<file path="src/rtl/clk_period_meter.sv">
// -----------------------------------------------------------------------------
// clk_period_meter
//
// Measures the period of an asynchronous slow clock (I_SIG) in units of I_CLK
// cycles. I_SIG passes through a two-stage synchronizer, and a third flop
// detects its rising edges. Each edge-to-edge interval is reported on O_PERIOD
// together with a one-cycle O_VALID strobe. O_LOCK reports a stable ratio, and
// O_TIMEOUT reports a stalled input (the counter saturated with no edge).
//
// Optional feature (compile-time macro PERIOD_METER_DUTY_EN):
//   defined   - a high-time counter reports the I_CLK cycles I_SIG was high
//               during the last period on O_HIGH.
//   undefined - O_HIGH is tied to 0 and no high-time logic is built.
//
// Parameters:
//   CNT_W   width of the period and high-time counters
//   TOL     maximum |period - previous period| that still counts as a match
//   LOCK_N  consecutive matching measurements required for O_LOCK
//
// Ports:
//   I_CLK      in   measurement clock; all state changes on its rising edge
//   rst        in   asynchronous active-low reset
//   I_SIG      in   clock under measurement, asynchronous to I_CLK
//   O_PERIOD   out  last measured period in I_CLK cycles
//   O_HIGH     out  I_CLK cycles I_SIG was high within the last period
//   O_VALID    out  one-cycle pulse when O_PERIOD/O_HIGH update
//   O_LOCK     out  period stable within TOL for LOCK_N comparisons
//   O_TIMEOUT  out  counter saturated with no edge; sticky until next rise
// -----------------------------------------------------------------------------
module clk_period_meter #(
  parameter int CNT_W  = 16,
  parameter int TOL    = 1,
  parameter int LOCK_N = 4
) (
  input  logic             I_CLK,
  input  logic             rst,
  input  logic             I_SIG,
  output logic [CNT_W-1:0] O_PERIOD,
  output logic [CNT_W-1:0] O_HIGH,
  output logic             O_VALID,
  output logic             O_LOCK,
  output logic             O_TIMEOUT
);

  localparam logic [CNT_W-1:0] CNT_MAX  = {CNT_W{1'b1}};
  localparam logic [CNT_W-1:0] CNT_ONE  = {{(CNT_W-1){1'b0}}, 1'b1};
  localparam logic [CNT_W-1:0] TOL_V    = CNT_W'(TOL);
  localparam int               MW       = $clog2(LOCK_N + 1);
  localparam logic [MW-1:0]    LOCK_MAX = MW'(LOCK_N);

  typedef enum logic {
    IDLE,
    MEASURE
  } state_e;

  // Synchronizer and edge detector
  logic s1_q, s2_q, s3_q;
  logic rise;

  // Measurement state
  state_e           state_q, state_d;
  logic [CNT_W-1:0] cnt_q, cnt_d;
  logic [CNT_W-1:0] prev_q, prev_d;
  logic             have_prev_q, have_prev_d;
  logic [MW-1:0]    match_q, match_d;
  logic [CNT_W-1:0] period_q, period_d;
  logic             valid_q, valid_d;
  logic             lock_q, lock_d;
  logic             timeout_q, timeout_d;

  logic [CNT_W-1:0] diff;
  logic [MW-1:0]    match_inc;
  logic             sat;

  // The third stage only delays s2 for edge detection; it is never treated as
  // a level by the measurement logic.
  assign rise = s2_q & ~s3_q;

  // Counter has reached its maximum in MEASURE with no edge to end the period.
  assign sat = (state_q == MEASURE) && !rise && (cnt_q == CNT_MAX);

  always_comb begin
    // NOTE: every signal driven here gets a default first, so no path leaves
    // it unassigned and no latch is inferred.
    state_d     = state_q;
    cnt_d       = cnt_q;
    prev_d      = prev_q;
    have_prev_d = have_prev_q;
    match_d     = match_q;
    period_d    = period_q;
    valid_d     = 1'b0;
    lock_d      = lock_q;
    timeout_d   = timeout_q;

    // Unsigned-safe distance: larger minus smaller.
    diff      = (cnt_q >= prev_q) ? (cnt_q - prev_q) : (prev_q - cnt_q);
    match_inc = (match_q == LOCK_MAX) ? match_q : (match_q + MW'(1));

    unique case (state_q)
      IDLE: begin
        cnt_d = '0;
        if (rise) begin
          // First edge only opens the measurement window; there is no
          // interval to report yet.
          state_d     = MEASURE;
          cnt_d       = CNT_ONE;
          timeout_d   = 1'b0;
          have_prev_d = 1'b0;
        end
      end

      MEASURE: begin
        if (rise) begin
          // A rise wins over saturation, so a full-scale period is reported.
          period_d    = cnt_q;
          valid_d     = 1'b1;
          cnt_d       = CNT_ONE;
          prev_d      = cnt_q;
          have_prev_d = 1'b1;
          if (have_prev_q) begin
            if (diff <= TOL_V) begin
              match_d = match_inc;
              if (match_inc == LOCK_MAX) lock_d = 1'b1;
            end else begin
              match_d = '0;
              lock_d  = 1'b0;
            end
          end
        end else if (sat) begin
          state_d     = IDLE;
          cnt_d       = '0;
          timeout_d   = 1'b1;
          lock_d      = 1'b0;
          match_d     = '0;
          period_d    = '0;
          have_prev_d = 1'b0;
        end else begin
          cnt_d = cnt_q + CNT_ONE;
        end
      end

      default: state_d = IDLE;
    endcase
  end

  always_ff @(posedge I_CLK or negedge rst) begin
    if (!rst) begin
      s1_q        <= 1'b0;
      s2_q        <= 1'b0;
      s3_q        <= 1'b0;
      state_q     <= IDLE;
      cnt_q       <= '0;
      prev_q      <= '0;
      have_prev_q <= 1'b0;
      match_q     <= '0;
      period_q    <= '0;
      valid_q     <= 1'b0;
      lock_q      <= 1'b0;
      timeout_q   <= 1'b0;
    end else begin
      // NOTE: non-blocking assignments make every flop sample the pre-edge
      // value, which is what lets the synchronizer chain shift by one stage.
      s1_q        <= I_SIG;
      s2_q        <= s1_q;
      s3_q        <= s2_q;
      state_q     <= state_d;
      cnt_q       <= cnt_d;
      prev_q      <= prev_d;
      have_prev_q <= have_prev_d;
      match_q     <= match_d;
      period_q    <= period_d;
      valid_q     <= valid_d;
      lock_q      <= lock_d;
      timeout_q   <= timeout_d;
    end
  end

`ifdef PERIOD_METER_DUTY_EN
  logic [CNT_W-1:0] hcnt_q, hcnt_d;
  logic [CNT_W-1:0] high_q, high_d;

  // High time is counted on the synchronized level s2. The rise cycle itself
  // is the first high cycle, hence the load value of 1.
  always_comb begin
    hcnt_d = hcnt_q;
    high_d = high_q;
    if (state_q == IDLE) begin
      if (rise) hcnt_d = CNT_ONE;
    end else if (rise) begin
      high_d = hcnt_q;
      hcnt_d = CNT_ONE;
    end else if (sat) begin
      high_d = '0;
      hcnt_d = '0;
    end else if (s2_q && (hcnt_q != CNT_MAX)) begin
      hcnt_d = hcnt_q + CNT_ONE;
    end
  end

  always_ff @(posedge I_CLK or negedge rst) begin
    if (!rst) begin
      hcnt_q <= '0;
      high_q <= '0;
    end else begin
      hcnt_q <= hcnt_d;
      high_q <= high_d;
    end
  end

  assign O_HIGH = high_q;
`else
  assign O_HIGH = '0;
`endif

  assign O_PERIOD  = period_q;
  assign O_VALID   = valid_q;
  assign O_LOCK    = lock_q;
  assign O_TIMEOUT = timeout_q;

endmodule

</file>
<file path="config.mk">
export PLATFORM = sky130hd
export DESIGN_NAME = clk_period_meter
export DESIGN_NICKNAME = d
export VERILOG_FILES = /design/src/rtl/clk_period_meter.sv
export SDC_FILE = /design/constraint.sdc
export NUM_CORES = 1
export LEC_CHECK = 0
export CORE_AREA = 2 2 90 92
export CTS_CLUSTER_DIAMETER = 100
export CTS_CLUSTER_SIZE = 20
export DETAILED_ROUTE_END_ITERATION = 12
export DIE_AREA = 0 0 92 94
export PLACE_DENSITY = 0.77
export REMOVE_ABC_BUFFERS = 1
export SLEW_MARGIN = 10
export SYNTH_ARGS = -nofsm -noshare
export SYNTH_HDL_FRONTEND = slang
export SYNTH_SLANG_ARGS = --single-unit
</file>
<file path="constraint.sdc">
create_clock -name I_CLK -period 6.3 [get_ports I_CLK]
set_input_delay 1.575 -clock I_CLK [delete_from_list [all_inputs] [get_ports I_CLK]]
set_output_delay 1.575 -clock I_CLK [all_outputs]
set_load 0.005 [all_outputs]
</file>
==> impl_metrics.csv <==
group,metric,value,unit
yosys,synth_flop_cell,"dfrtp_1",
global_routing,grtUsageTotal,0.237,
clock_network,post-cts-setup-buffers,0,
clock_network,cts_tree,"built",
pwr,p_switching,663,uW
setup_path,arrival,3740,ps
placed_design,place_ws,2890,ps
floorplan,io_pins,38,
pwr,pwr-share-clk,0.226,
drt,antenna_left,0,
global_routing,grt_pass1_wl,16.1,mm
finish,nets,525,
yosys,synth.area.top_cells,"dfrtp_1, ha_1, nand2_1",
yosys,ys_types,59,
finish,fillers,677,
sta,final-setup-viol-count,0,
clock_network,hold_buffers,0,
flow_run,cap_violations,0,
setup_path,worstSetupPathType,"flip-flop to flip-flop",
finish,final_core_util,0.595,
clock_network,path_clk_slew,70,ps
sta,hold_viol,0,
pwr,p_comb_frac,0.515,
setup_path,critPathMaxStageDelay,570,ps
yosys,yosys.area.top_type,"dfrtp_1",
floorplan,die-area,8650,sq um
drt,drt_first_pass_iters,6,
pwr,p_leak,2.11,nW
placed_design,dpl_cell_area,4310,sq um
pwr,seq_power_share,0.259,
sta,hold_ws,358,ps
drt,route.detailed.drc,0,
clock_network,cts_buffers,9,
setup_path,path_delay_family,"compound AO/OA/AOI/OAI gates",
drt,wl_per_cell,15.9,um
clock_network,htreeDepth,3,
pwr,peakVddDrop,0.000243,V
setup_path,endpoint_kind,"flip-flop",
finish,area_growth,9.91,%
global_routing,grt_max_degree,60,
sta,drv_slew,0,
setup_path,cp_cell_sequence,"inv_1 -> ha_1 -> a21oi_1 -> o21ai_1 -> o21ai_0 -> o21bai_2 -> mux2_2 -> a31oi_1 -> xnor2_1 -> nor2_1 -> a221o_1",
drt,initialDrtViolationCount,269,
global_routing,grt_pass1_vias,3353,
clock_network,cts-root-buf,"clkbuf_8",
drt,vias,3400,
yosys,synthArstFlopShare,1.00,
sta,fin_crit,3520,ps
pwr,p_int,1.03,mW
yosys,yosysTopAreaCellShare,0.359,
setup_path,path_buf_inv,1,
pwr,swShare,0.391,
yosys,syn_inst,472,
clock_network,clock-sinks,59,
sta,max_freq,0.284,GHz
floorplan,rows,32,
yosys,synth_edf_count,0,
floorplan,initial_core_util,0.541,
setup_path,required,6520,ps
finish,layoutNonFillerInstCount,593,
yosys,ys_warn_count,0,
finish,drive_gt1_frac,0.0713,
pwr,powerDensity,374,nW/um^2
drt,wl,9.40,mm
hold_path,hold_class,"flip-flop to flip-flop",
placed_design,routabilityCongestion,1.01,
finish,seq_area,1480,sq um
sta,finClkSkew,8.85,ps
sta,grt_setup_unrepaired,"no",
yosys,syn_avg_cell_area,8.72,sq um
yosys,synthesis.area,4120,sq um
yosys,ys_ff_latch,59,
clock_network,cts_resized,0,
clock_network,clock_latency,340,ps
sta,worst_slew_margin_rel,0.517,
placed_design,portBuffers,21,
sta,worst_pin_slew,725,ps
placed_design,dp_hpwl,6.91,mm
sta,tns,0,ps
floorplan,core_area,7610,sq um
finish,fin_area,4520,sq um
status,outcome,"complete, no violations",
drt,vias_per_cell,5.73,
global_routing,overflow,0,
placed_design,dp_cells,577,
setup_path,path_max_fanout,16,
finish,antennaDiodeCount,0,
sta,finalCritPeriodShare,0.558,
global_routing,antenna_found_initial,0,
sta,setup_ws,2780,ps
pwr,total_power,1.69,mW
clock_network,cts_buffer_depth,2,
yosys,ys_seq_area_frac,0.359,
finish,multi_input_area,2320,sq um
floorplan,die_h,94,um
setup_path,slowest_stage,"ha_1",
floorplan,die_w,92,um
setup_path,worstSetupStartpointType,"flip-flop",
==> state kept, by name, summed over array words and instances, names as in the netlist <==
register     flops
s1_q             1
O_LOCK           1
match_q          3
have_prev_q      1
cnt_q           16
O_PERIOD        16
prev_q          16
O_TIMEOUT        1
s2_q             1
O_VALID          1
s3_q             1
state_q          1
==> synthesized netlist by cell type, drive strengths merged, types with 2 or more instances <==
master / n
inv: 44
nor4: 2
nand2b: 5
nor3: 10
o32ai: 2
a31o: 3
and3: 3
fa: 2
clkbuf: 10
o221a: 2
nand4: 4
nand2: 63
nor2: 31
dfrtp: 59
a21oi: 24
a221o: 2
o311ai: 2
a211oi: 9
o21bai: 3
a31oi: 4
nor2b: 4
o2111ai: 4
ha: 34
nand3: 22
xor2: 9
and2: 4
mux2i: 2
xnor2: 24
o21a: 3
a21o: 5
a311oi: 2
o21ai: 34
buf: 25
==> cells by family after synthesis <==
logic type                 synth area share
AOI/OAI and AO/OA                     0.189
xor gates and xnor gates             0.0702
adders and majority gates             0.113
buffers and inverters                0.0921
DFF                                   0.359
muxes                               0.00760
other                              0.000911
and+or+nand+nor                       0.168
==> per-layer routing <==
metal	share of wire	GRT usage
met1	0.47	0.326
met2	0.45	0.381
met3	0.057	0.0361
met4	0.019	0.0846
met5	0	0
==> power groups by stage <==
| stage | Sequential, mW | Combinational (mW) | Clock, mW |
|---|---|---|---|
| after floorplan | 0.441 | 0.691 | 0 |
| after global placement | 0.444 | 0.829 | 0 |
| after detailed placement | 0.446 | 0.848 | 0 |
| after CTS | 0.439 | 0.857 | 0.389 |
| after global routing | 0.444 | 0.956 | 0.402 |
| final | 0.439 | 0.872 | 0.383 |
==> cell usage in the layout (no fill, tap or decap), types with 5 or more instances in the layout <==
| master | instances |
|---|---|
| nand2_1 | 63 |
| a21o_1 | 5 |
| nand3_1 | 22 |
| conb_1 | 16 |
| a211oi_1 | 9 |
| inv_1 | 44 |
| ha_1 | 34 |
| dfrtp_1 | 59 |
| o21ai_0 | 32 |
| clkbuf_8 | 9 |
| a21oi_1 | 21 |
| nand2b_1 | 5 |
| xor2_1 | 9 |
| xnor2_1 | 24 |
| nor3_1 | 10 |
| nor2_1 | 31 |
| clkdlybuf4s50_1 | 20 |
==> final cells by class <==
type / instances / share of cell area
Timing Repair Buffer: 23 / 0.0487
Sequential cell: 59 / 0.326
Clock buffer: 10 / 0.0282
Clock inverter: 6 / 0.0196
Inverter: 44 / 0.0365
Tap cell: 102 / 0.0282
Multi-Input combinational cell: 349 / 0.512
==> final timing paths <==
| check | start | end | slack, ps | depth (start not counted) |
|---|---|---|---|---|
| setup reg to reg | cnt_q[9]$_DFF_PN0_ | match_q[0]$_DFFE_PN0P_ | 2780 | 11 |
| hold / removal | s1_q$_DFF_PN0_ | s2_q$_DFF_PN0_ | 360 | 0 |
| setup / recovery | cnt_q[9]$_DFF_PN0_ | match_q[0]$_DFFE_PN0P_ | 2780 | 11 |
| min in group asynchronous | rst | O_VALID$_DFF_PN0_ | 1370 | 2 |
| hold reg to reg | s1_q$_DFF_PN0_ | s2_q$_DFF_PN0_ | 360 | 0 |
| max in group asynchronous | rst | cnt_q[12]$_DFF_PN0_ | 4440 | 2 |
Power figures use the tool's default switching activity.
